===== config.mk =====
export PLATFORM = sky130hd
export DESIGN_NAME = virq_injector
export DESIGN_NICKNAME = d
export VERILOG_FILES = /design/src/rtl/virq_injector.sv
export SDC_FILE = /design/constraint.sdc
export NUM_CORES = 1
export LEC_CHECK = 0
export ABC_AREA = 1
export CORE_MARGIN = 3
export CORE_UTILIZATION = 54
export DETAILED_ROUTE_END_ITERATION = 12
export PLACE_DENSITY = 0.9
export SKIP_LAST_GASP = 1
export SLEW_MARGIN = 20
export SYNTH_ARGS = -nofsm -noshare
export SYNTH_HDL_FRONTEND = slang
export SYNTH_SLANG_ARGS = --single-unit

===== constraint.sdc =====
create_clock -name clk -period 2.4 [get_ports clk]
set_input_delay 0.48 -clock clk [delete_from_list [all_inputs] [get_ports clk]]
set_output_delay 0.48 -clock clk [all_outputs]
set_load 0.02 [all_outputs]

===== src/rtl/virq_injector.sv =====
// virq_injector
//   Delivers virtual interrupts from the hypervisor to the guest. This is the
//   reverse of the trap path, which pulls system IRQs into the hypervisor via NMI.
//   The hypervisor queues 8-bit IM2 vectors. While the guest runs (trap released
//   and virtualization on), this block pulls the guest INT line low. It answers
//   the Z80 interrupt-acknowledge cycle by driving the queued vector.
//
// Ports
//   clk, rst         system clock and asynchronous active-high reset
//   wr_en, wr_data   hypervisor enqueue strobe and vector
//   clr              synchronous flush of the FIFO and the overflow flag
//   trap_state       1 while the hypervisor owns the CPU
//   virtual_enabled  virtualization active
//   m1_n, iorq_n     Z80 bus strobes; both low means interrupt acknowledge
//   int_n            guest interrupt request, active-low, registered
//   vec_out, vec_oe  acknowledge vector and its bus enable, registered
//   count            FIFO occupancy 0..DEPTH
//   empty, full      occupancy flags
//   overflow         sticky flag: a write was dropped while the FIFO was full
module virq_injector #(
  parameter int DEPTH  = 4,
  parameter int ADDR_W = 2
) (
  input  logic              clk,
  input  logic              rst,
  input  logic              wr_en,
  input  logic [7:0]        wr_data,
  input  logic              clr,
  input  logic              trap_state,
  input  logic              virtual_enabled,
  input  logic              m1_n,
  input  logic              iorq_n,
  output logic              int_n,
  output logic [7:0]        vec_out,
  output logic              vec_oe,
  output logic [ADDR_W:0]   count,
  output logic              empty,
  output logic              full,
  output logic              overflow
);

  typedef enum logic [1:0] {IDLE, ASSERT, ACK, REL} state_t;

  localparam logic [ADDR_W:0] FULL_CNT = (ADDR_W+1)'(DEPTH);

  logic [7:0]        r_mem [DEPTH];
  logic [ADDR_W-1:0] r_wrPtr;
  logic [ADDR_W-1:0] r_rdPtr;
  logic [ADDR_W:0]   r_count;
  logic              r_overflow;
  state_t            r_state;
  logic              r_intN;
  logic              r_vecOe;
  logic [7:0]        r_vecOut;

  logic       w_ack;
  logic       w_run;
  logic       w_pop;
  logic       w_push;
  logic [7:0] w_head;

  assign w_ack  = !m1_n && !iorq_n;
  assign w_run  = virtual_enabled && !trap_state;
  assign w_head = r_mem[r_rdPtr];

  assign empty    = (r_count == '0);
  assign full     = (r_count == FULL_CNT);
  assign count    = r_count;
  assign overflow = r_overflow;
  assign int_n    = r_intN;
  assign vec_oe   = r_vecOe;
  assign vec_out  = r_vecOut;

  // The head leaves the FIFO only when the acknowledge cycle is accepted.
  // A pop frees a slot in the same cycle, so a full FIFO still accepts a write alongside it.
  // A flush overrides both the pop and the push.
  assign w_pop  = (r_state == ASSERT) && w_ack && !empty && !clr;
  assign w_push = wr_en && (!full || w_pop) && !clr;

  // Vector storage needs no reset; occupancy is tracked by the count and pointers.
  always_ff @(posedge clk) begin
    if (w_push)
      r_mem[r_wrPtr] <= wr_data;
  end

  // FIFO pointers, occupancy and sticky overflow
  always_ff @(posedge clk or posedge rst) begin
    if (rst) begin
      r_wrPtr    <= '0;
      r_rdPtr    <= '0;
      r_count    <= '0;
      r_overflow <= 1'b0;
    end else if (clr) begin
      r_wrPtr    <= '0;
      r_rdPtr    <= '0;
      r_count    <= '0;
      r_overflow <= 1'b0;
    end else begin
      if (w_push)
        r_wrPtr <= r_wrPtr + ADDR_W'(1);
      if (w_pop)
        r_rdPtr <= r_rdPtr + ADDR_W'(1);
      if (w_push && !w_pop)
        r_count <= r_count + (ADDR_W+1)'(1);
      else if (w_pop && !w_push)
        r_count <= r_count - (ADDR_W+1)'(1);
      if (wr_en && full && !w_pop)
        r_overflow <= 1'b1;
    end
  end

  // Interrupt handshake FSM. The outputs are registered from the state being entered.
  // Once the acknowledge cycle is under way (ACK), only the bus strobes can end it.
  // This keeps the vector stable for the whole cycle.
  // REL holds INT high for one clock, so the guest always sees a gap between requests.
  always_ff @(posedge clk or posedge rst) begin
    if (rst) begin
      r_state  <= IDLE;
      r_intN   <= 1'b1;
      r_vecOe  <= 1'b0;
      r_vecOut <= 8'h00;
    end else begin
      case (r_state)
        IDLE: begin
          if (w_run && !empty && !clr) begin
            r_state <= ASSERT;
            r_intN  <= 1'b0;
          end
        end
        ASSERT: begin
          if (w_ack && !empty) begin
            r_state  <= ACK;
            r_intN   <= 1'b1;
            r_vecOe  <= 1'b1;
            r_vecOut <= w_head;
          end else if (!w_run || empty) begin
            r_state <= IDLE;
            r_intN  <= 1'b1;
          end
        end
        ACK: begin
          if (!w_ack) begin
            r_state <= REL;
            r_vecOe <= 1'b0;
          end
        end
        REL: begin
          r_state <= IDLE;
        end
        default: begin
          r_state <= IDLE;
          r_intN  <= 1'b1;
          r_vecOe <= 1'b0;
        end
      endcase
    end
  end

endmodule


Word level (Yosys, flattened, before mapping)

Memory sizes are Yosys's and may differ from the RTL's. A register that Yosys moved wholly into a read port is not among the register bits.
Cells that the tools add are included.

$add $sub $neg: 4
Reductions and logical operators: 37
Eq/ne operators: 8
Muxes and demuxes: 23

Operators by type and width:

| kind                | count |
|---|---|
| $mux 2              | 8 |
| $logic_and 1x1->1   | 14 |
| $reduce_bool 2->1   | 5 |
| $logic_not 1->1     | 9 |
| $mux 1              | 9 |
| $mux 3              | 3 |
| $reduce_and 3->1    | 3 |
| $pmux 2 s4          | 1 |
| $add 2x1->2 const B | 2 |
| $eq 2x2->1 const B  | 2 |
| $ne 2x2->1 const B  | 2 |
| $pmux 1 s2          | 2 |
| $add 3x1->3 const B | 1 |
| $eq 3x3->1 const B  | 1 |
| $logic_not 3->1     | 1 |
| $ne 3x1->1 const B  | 1 |
| $reduce_bool 3->1   | 1 |
| $sub 3x1->3 const B | 1 |
| $eq 2x1->1 const B  | 1 |
| $logic_not 2->1     | 1 |
| $logic_or 1x1->1    | 2 |
| $ne 2x1->1 const B  | 1 |
| $reduce_and 2->1    | 1 |

Logic and storage cells: 80
Output and inout port bits: 16
Register bits: 12
Memories kept: 1
RAM bits: 32

Memories:

| name  | depth | width | rd ports | clocked after Yosys merged registers in | wr ports | RTL line | source |
|---|---|---|---|---|---|---|---|
| r_mem | 4     | 8     | 1        | 1                                       | 1        | 46       | `logic [7:0] r_mem [DEPTH];` |

Logic depth before layout (Yosys ltp)

Gate-level depths: netlist of run 1.

Word-level depth: 13
Gate-level depth with buffers: 13
Mapped depth without buffers: 13

Worst setup path after synthesis of run 1

OpenSTA, ideal clock, no wires.

Path type: reg2reg
From: register r_count[0] (netlist: count[0])
To: memory r_mem[0][0], enable pin
Setup slack: 0.537 ns
Arrival time: 1.493 ns
Stages on the path, launching flop included: 7
Period minus slack after synthesis: 1.863 ns
Setup time: 0.371 ns
Cells stage by stage: dfrtp_1 inv_2 nand3_1 inv_1 o21ai_4 nand3_4 nor2_1

RTL lines:

| item                            | RTL line | source |
|---|---|---|
| start, declared                 | 49       | `logic [ADDR_W:0] r_count;` |
| start signal, assigned          | 104      | `r_count <= r_count + (ADDR_W+1)'(1);` |
| start signal, assigned          | 106      | `r_count <= r_count - (ADDR_W+1)'(1);` |
| $eq 3x3->1                      | 67       | `assign full = (r_count == FULL_CNT);` |
| named net full                  | 38       | `output logic full,` |
| $logic_not 1->1                 | 78       | `assign w_push = wr_en && (!full \|\| w_pop) && !clr;` |
| $logic_or 1x1->1                | 78       |  |
| $logic_and 1x1->1 (2 in series) | 78       |  |
| $mux 1                          | 82       | `if (w_push)` |
| $mux 1 (implied by the code)    | 83       | `r_mem[r_wrPtr] <= wr_data;` |
| end, declared                   | 46       |  |

The timed path passes the listed nets, and every way through them passes these cells.

Final worst setup path of run 1

From: register r_count[0] (netlist: count[0])
To: output full

Word-level cells in the longest chain between the ends: 1

Ends and longest elaborated chain:

| item          | RTL line |
|---|---|
| $eq 3x3->1    | 67 |
| end, declared | 38 |

No other way between the ends.

==> flow_summary.json, run 1 <==
{
  "crit_type": "reg2out",
  "ys_types": 29,
  "path_cells": "inv_2 > nand3_1 > inv_1 > clkdlybuf4s50_1",
  "wl_per_cell_microns": 14.1,
  "synth_nets": 232,
  "clk_pin_slew_ns": 0.10,
  "die_y_microns": 71.4,
  "die_w_microns": 71.4,
  "yosys_warnings": 0,
  "ys_ff_latch": 52,
  "drive_gt1_frac": 0.153,
  "nets": 275,
  "clock_path_buffers": 2,
  "ir_worst_vdd_mv": 0.426,
  "yosysSeqAreaShare": 0.634,
  "gp_congestion": 0.775,
  "worstSetupEndpointType": "primary output",
  "power.total_mw": 2.47,
  "dpl.hpwl_microns": 3090,
  "p_leak_nw": 1.17,
  "nFillCells": 288,
  "slowest_stage": "clkdlybuf4s50_1",
  "postCtsSetupRepairBufs": 0,
  "worstMarginPinSlew_ns": 0.427,
  "cts_resized": 0,
  "route.detailed.drc": 0,
  "rsz0062_at_grt": "false",
  "place_ws_ns": 0.0396,
  "ys.flop_type": "edfxtp_1",
  "htree_levels": 2,
  "yosysMostFrequentCell": "nor2_1",
  "synth-async-reset-ratio": 0.385,
  "cts_hold_buf": 0,
  "cts_sinks": 52,
  "synth_cells": 211,
  "fin_ws_ns": 0.148,
  "cts_root_buffer": "clkbuf_8",
  "synth_area_leaders": "edfxtp_1 (42%), dfrtp_1 (21%), nor2_1 (8.0%), o21ai_0 (4.1%), nand2_1 (3.1%)",
  "worstPathMaxFanout": 4,
  "io_pins": 32,
  "antenna_cells": 0,
  "routed_wl_microns": 4290,
  "synth_edf_count": 32,
  "cts_buffers": 5,
  "worstPathRequired_ns": 1.92,
  "fin_util": 0.695,
  "setup_tns_ns": 0,
  "maxSlewViolCount": 0,
  "hold_path.class": "in2async",
  "grt_max_degree": 21,
  "yosysTopAreaCell": "edfxtp_1",
  "synth_top_area_frac": 0.416,
  "initial_utilization": 0.569,
  "rows": 23,
  "coreArea_sq_mm": 0.00406,
  "final-setup-viol-count": 0,
  "fin_skew_ns": 0.0107,
  "cts_tree": "built",
  "max_slew_margin": 0.715,
  "synthTopCellsByCount": "nor2_1 (49), edfxtp_1 (32), dfrtp_1 (19), nand2_1 (19), o21ai_0 (19)",
  "postSynthAreaPerCell_sq_um": 10.9,
  "drt_iter0_drc": 62,
  "drtPass1Iterations": 4,
  "grt_overflow": 0,
  "cp.arrival_ns": 1.77,
  "port-buffer-count": 31,
  "antenna_found_initial": 0,
  "timing.hold.ws_ns": 0.489,
  "grt_pass1_wl_microns": 7260,
  "maxCapViolCount": 0,
  "die_area_sq_mm": 0.00510,
  "status": "completed",
  "clk_latency_ns": 0.31,
  "powerDensity_mw_per_mm2": 875,
  "fmax_mhz": 444,
  "critPathLaunchType": "flip-flop",
  "hold_violations": 0,
  "netlist_area_sq_mm": 0.00231,
  "finalCritPeriodShare": 0.938,
  "syn2layout_area_growth_pct": 22.1,
  "gr-usage-all-layers": 0.186,
  "grt_pass1_vias": 1646,
  "vias_per_cell": 5.20,
  "ant_nets": 0,
  "layout_min_cycle_time_ns": 2.25,
  "slowest_delay_ns": 0.63,
  "dr_total_vias": 1586
}
## final cells by class
cell class	count	area, sq um	area share
timing repair buffer	41	385	0.137
tap	50	62.6	0.0222
clock buffer	5	68.8	0.0244
sequential	52	1460	0.519
inverter	27	109	0.0386
clock inverter	3	25.0	0.00888
multi-input combinational	127	706	0.250
## per-layer routing
layer	track usage	vias up	share of wire
met5	0	-	0
met3	0.0393	6	0.046
met4	0.0668	0	0.014
li1	-	788	-
met2	0.343	48	0.55
met1	0.212	744	0.39
## path summary, 6_finish.rpt
check                      cells after the start  startpoint    endpoint  slack (ns)
hold reg to reg                                2       int_n       int_n        0.50
max in group asynchronous                      3         rst       int_n        1.64
setup / recovery                               4    count[0]        full        0.15
setup reg to reg                              13   flip-flop    count[2]        0.52
hold / removal                                 3         rst  r_rdPtr[0]        0.49
min in group clk                               2       int_n       int_n        0.50
## sequential cells by signal, summed over array words and instances, names as in the netlist, named ones only
register / flops
vec_out: 8
r_state: 1
r_mem: 32
r_rdPtr: 2
overflow: 1
vec_oe: 1
int_n: 1
r_wrPtr: 2
count: 3
## per-stage QoR
step	std cells	instance area, sq um
final	305	2820
after global routing	305	2820
after CTS	305	2820
after detailed placement	297	2730
after global placement	297	2730
after floorplan	211	2310
## critical path, delay by kind of cell, from the launching register on
family	cells	cell delay (ns)
flops	1	0.40
simple gates	1	0.16
buf+inv	3	0.91
## logic make-up (layout without fill, tap and decap cells)
logic type / Yosys count / in the layout / synth area share
buf+inv: 32 / 76 / 0.0607
flops: 52 / 52 / 0.634
simple gates: 86 / 86 / 0.182
xor+xnor: 1 / 1 / 0.00379
compound gates: 35 / 35 / 0.0894
fa+ha+maj: 5 / 5 / 0.0304
## cell usage in the layout (no fill, tap or decap), types with 2 or more instances in the layout
cell	netlist	layout
nor2_1	49	49
edfxtp_1	32	32
clkdlybuf4s50_1	0	31
o21ai_0	19	19
nand2_1	19	19
dfrtp_1	19	19
inv_1	18	18
buf_4	0	10
a31oi_1	8	8
inv_2	7	7
nand3_1	6	6
clkbuf_8	0	5
ha_1	4	4
nand2_4	3	3
a21oi_1	3	3
nand4_1	3	3
nand2_2	2	2
o21ai_2	2	2
inv_6	0	2
## power breakdown
group	internal [mW]	switching [mW]	total (mW)
clock	0.213	0.295	0.508
combinational	0.353	0.439	0.792
sequential	1.09	0.0758	1.17
Note: power is estimated with default switching activity, not from simulation.
==> inputs of run 2 (changes only) <==
PLACE_DENSITY = not set   (was 0.9)
PLACE_DENSITY_LB_ADDON = 0.1   (was not set)
==> flow_summary.json, run 2 (same netlist as run 1, synthesis figures left out) <==
{
  "status": "completed",
  "power.total_mw": 2.44,
  "routed_wl_microns": 4130,
  "drtPass1Iterations": 4,
  "vias_per_cell": 5.08,
  "worstPathMaxFanout": 4,
  "cts_hold_buf": 0,
  "rows": 23,
  "initial_utilization": 0.569,
  "p_int_mw": 1.65,
  "combPwrFrac": 0.324,
  "hold_violations": 0,
  "clock_path_buffers": 2,
  "grtUsageMet3": 0.0435,
  "hold_path.class": "reg2reg",
  "rsz0062_at_grt": "false",
  "die_area_sq_mm": 0.00510,
  "die_w_microns": 71.4,
  "postCtsSetupRepairBufs": 0,
  "fin_skew_ns": 0.00212,
  "stdcell_area_sq_mm": 0.00281,
  "port-buffer-count": 31,
  "die_y_microns": 71.4,
  "grt_pass1_wl_microns": 7060,
  "fin_cells": 305,
  "final_cell_mix": "nor2_1 (49), edfxtp_1 (32), clkdlybuf4s50_1 (31)",
  "largest_register_ffs": 32,
  "multi_input_area_sq_um": 706,
  "grt_max_degree": 21,
  "switching_power_mw": 0.786,
  "route.detailed.drc": 0,
  "final_common_cell": "nor2_1",
  "grt_overflow": 0,
  "max_slew_margin": 0.681,
  "worstMarginPinSlew_ns": 0.478,
  "syn2layout_area_growth_pct": 21.9,
  "drt_iter0_drc": 89,
  "dr_total_vias": 1549,
  "dpl.hpwl_microns": 2860,
  "seqCellArea_sq_mm": 0.00146,
  "use_met1": 0.234,
  "coreArea_sq_mm": 0.00406,
  "ant_nets": 0,
  "antenna_cells": 0,
  "nFillCells": 305,
  "seqPwrFrac": 0.477,
  "htree_levels": 2,
  "antenna_found_initial": 0,
  "clk_latency_ns": 0.30,
  "gp_congestion": 0.880,
  "fin_util": 0.693,
  "cp.arrival_ns": 1.78,
  "cts_resized": 0,
  "cts_buffers": 5,
  "fin_ws_ns": 0.140,
  "critPathLaunchType": "flip-flop",
  "dp.cells": 297,
  "setup_tns_ns": 0,
  "drive_gt1_frac": 0.149,
  "cts_sinks": 52,
  "maxSlewViolCount": 0,
  "detailed_place.area_sq_mm": 0.00273,
  "nets": 275,
  "maxCapViolCount": 0,
  "worstSetupEndpointType": "primary output",
  "switching_share": 0.323,
  "crit_type": "reg2out",
  "grt_pass1_vias": 1544,
  "p_leak_nw": 1.16,
  "timing.hold.ws_ns": 0.492,
  "layout_min_cycle_time_ns": 2.26,
  "power_frac_clock": 0.200,
  "worstPathRequired_ns": 1.92,
  "clk_pin_slew_ns": 0.09,
  "cts_root_buffer": "clkbuf_8",
  "finalCritPeriodShare": 0.942,
  "top_usage_layer": "met2",
  "fmax_mhz": 442,
  "use_met2": 0.303,
  "cts_tree": "built",
  "largest_register": "r_mem",
  "gr-usage-all-layers": 0.180,
  "powerDensity_mw_per_mm2": 866,
  "wl_per_cell_microns": 13.5,
  "final-setup-viol-count": 0,
  "place_ws_ns": 0.0341,
  "ir_worst_vdd_mv": 0.571,
  "io_pins": 32
}
run 2: changes by cell type in the layout (fill, tap and decap cells not counted), sizes merged:
cell / delta
clkinv: +1
clkbuf: +1
inv: -2
run 2: path summary, 6_finish.rpt:
check                               from  slack (ns)         end  cells past startpoint
worst max register to register  count[0]        0.47    count[2]                     11
worst min register to register     int_n        0.49       int_n                      2
min in group asynchronous            rst        0.51  r_state[0]                      3
worst max-delay path            count[0]        0.14        full                      4
max in group asynchronous            rst        1.62       int_n                      3
worst min-delay path               int_n        0.49       int_n                      2
run 2: power by group through the flow:
stage	sequential, mW	combinational, mW	clock (mW)
finish	1.16	0.789	0.486
floorplan	1.30	0.354	0
global placement	1.18	0.773	0
global route	1.18	0.865	0.537
CTS	1.16	0.794	0.500
detailed placement	1.19	0.793	0
run 2: worst max-delay path, stage by stage, from the launching register on:
cell and delay [ns]:
dfrtp_1 0.41, inv_2 0.13, nand3_1 0.16, inv_1 0.16
clkdlybuf4s50_1 0.62
run 2: final cells by class:
cell class                      count  share of cell area
Inverter                           27              0.0387
Tap cell                           50              0.0222
Multi-Input combinational cell    127               0.251
Clock buffer                        6              0.0258
Sequential cell                    52               0.520
Timing Repair Buffer               41               0.137
Clock inverter                      2             0.00578
run 2: metal layers:
layer / wire [microns] / share of wire / vias up
met5: 0 / 0 / -
met4: 29 / 0.0070 / 0
met3: 162 / 0.039 / 4
met2: 2070 / 0.50 / 32
met1: 1870 / 0.45 / 724
li1: - / - / 789
==> inputs of run 3 (changes only) <==
RECOVER_POWER = 50   (was not set)
==> flow_summary.json, run 3 (same netlist as run 1, synthesis figures left out) <==
{
  "status": "completed",
  "cts_resized": 0,
  "cts_tree": "built",
  "die_w_microns": 71.4,
  "grt_pass1_vias": 1544,
  "syn2layout_area_growth_pct": 20.4,
  "powerDensity_mw_per_mm2": 870,
  "worstMarginPinSlew_ns": 1.18,
  "max_slew_margin": 0.216,
  "clock_path_buffers": 2,
  "cts_sinks": 52,
  "initial_utilization": 0.569,
  "switching_share": 0.322,
  "rows": 23,
  "place_ws_ns": 0.0341,
  "grt_max_degree": 21,
  "antenna_cells": 0,
  "die_area_sq_mm": 0.00510,
  "final-setup-viol-count": 0,
  "fin_ws_ns": 0.198,
  "hold_path.class": "reg2reg",
  "layout_min_cycle_time_ns": 2.20,
  "antenna_found_initial": 0,
  "clk_pin_slew_ns": 0.09,
  "finalCritPeriodShare": 0.918,
  "routed_wl_microns": 4120,
  "seqPwrFrac": 0.480,
  "maxSlewViolCount": 0,
  "drt_iter0_drc": 88,
  "switching_power_mw": 0.779,
  "coreArea_sq_mm": 0.00406,
  "power.total_mw": 2.42,
  "hold_violations": 0,
  "maxCapViolCount": 0,
  "critPathLaunchType": "primary input",
  "drtPass1Iterations": 4,
  "setup_tns_ns": 0,
  "p_int_mw": 1.64,
  "worstPathMaxFanout": 6,
  "fin_skew_ns": 0.00597,
  "nFillCells": 315,
  "ir_worst_vdd_mv": 0.570,
  "postCtsSetupRepairBufs": 0,
  "power_frac_clock": 0.202,
  "htree_levels": 2,
  "port-buffer-count": 31,
  "largest_register_ffs": 32,
  "final_cell_mix": "nor2_1 (49), edfxtp_1 (32), clkdlybuf4s50_1 (22)",
  "cts_hold_buf": 0,
  "dr_total_vias": 1544,
  "combPwrFrac": 0.318,
  "worstSetupEndpointType": "flip-flop",
  "gr-usage-all-layers": 0.180,
  "cts_buffers": 5,
  "final_common_cell": "nor2_1",
  "p_leak_nw": 1.15,
  "dpl.hpwl_microns": 2860,
  "fmax_mhz": 454,
  "die_y_microns": 71.4,
  "vias_per_cell": 5.06,
  "largest_register": "r_mem",
  "grt_overflow": 0,
  "cts_root_buffer": "clkbuf_8",
  "io_pins": 32,
  "ant_nets": 0,
  "clk_latency_ns": 0.30,
  "fin_util": 0.685,
  "cp.arrival_ns": 2.22,
  "drive_gt1_frac": 0.122,
  "crit_type": "in2reg",
  "gp_congestion": 0.880,
  "nets": 275,
  "rsz0062_at_grt": "false",
  "grt_pass1_wl_microns": 7060,
  "worstPathRequired_ns": 2.42,
  "wl_per_cell_microns": 13.5,
  "route.detailed.drc": 0
}
## run 3: cell count changes in the layout (fill, tap and decap cells not counted), sizes merged
cell and delta:
clkdlybuf4s50 -9, dlygate4sd3 +9, buf -3, clkbuf +3
## run 3: stage by stage
stage               instances  hold slack [ns]  area (sq um)
global route              305            0.516          2780
finish                    305            0.492          2780
CTS                       305            0.497          2810
floorplan                 211            0.443          2310
global placement          297            0.475          2730
detailed placement        297            0.482          2730
## run 3: area by class of cell
class | instances | area [sq um] | area share
Inverter | 27 | 109 | 0.0392
Clock inverter | 2 | 16.3 | 0.00585
Tap cell | 50 | 62.6 | 0.0225
Clock buffer | 6 | 72.6 | 0.0261
Multi-Input combinational cell | 127 | 683 | 0.246
Timing Repair Buffer | 41 | 374 | 0.135
Sequential cell | 52 | 1460 | 0.526
## run 3: worst max-delay path, cell delays in order
cell             delay [ns]
clkdlybuf4s50_1        0.42
inv_1                  0.06
nand2_1                0.08
nor2_4                 0.07
nand2_1                0.11
o21ai_0                0.47
nand3_4                0.19
nor2_1                 0.17
buf_4                  0.18
## run 3: routing by layer
layer  routed length, microns  up-vias  GRT usage
li1                         -      785          -
met1                     1830      715      0.234
met2                     2060       40      0.303
met3                      197        4     0.0435
met4                       29        0     0.0480
met5                        0        -          0
## run 3: path summary, 6_finish.rpt
| kind | startpoint | endpoint | slack (ns) | cells after the start |
|---|---|---|---|---|
| setup / recovery | iorq_n | r_mem[3][7] | 0.20 | 9 |
| hold / removal | int_n | int_n | 0.49 | 2 |
| setup reg to reg | count[2] | r_mem[3][7] | 0.34 | 6 |
| hold reg to reg | int_n | int_n | 0.49 | 2 |
| max in group asynchronous | rst | r_wrPtr[1] | 0.72 | 3 |
| min in group asynchronous | rst | vec_out[4] | 0.98 | 3 |
## run 3: power groups by stage
stage,logic (mW),registers (mW),clock network [mW]
2_1_floorplan,0.354,1.30,0
3_3_place_gp,0.773,1.18,0
3_5_place_dp,0.793,1.19,0
4_1_cts,0.794,1.16,0.500
5_1_grt,0.846,1.18,0.537
6_report,0.769,1.16,0.489
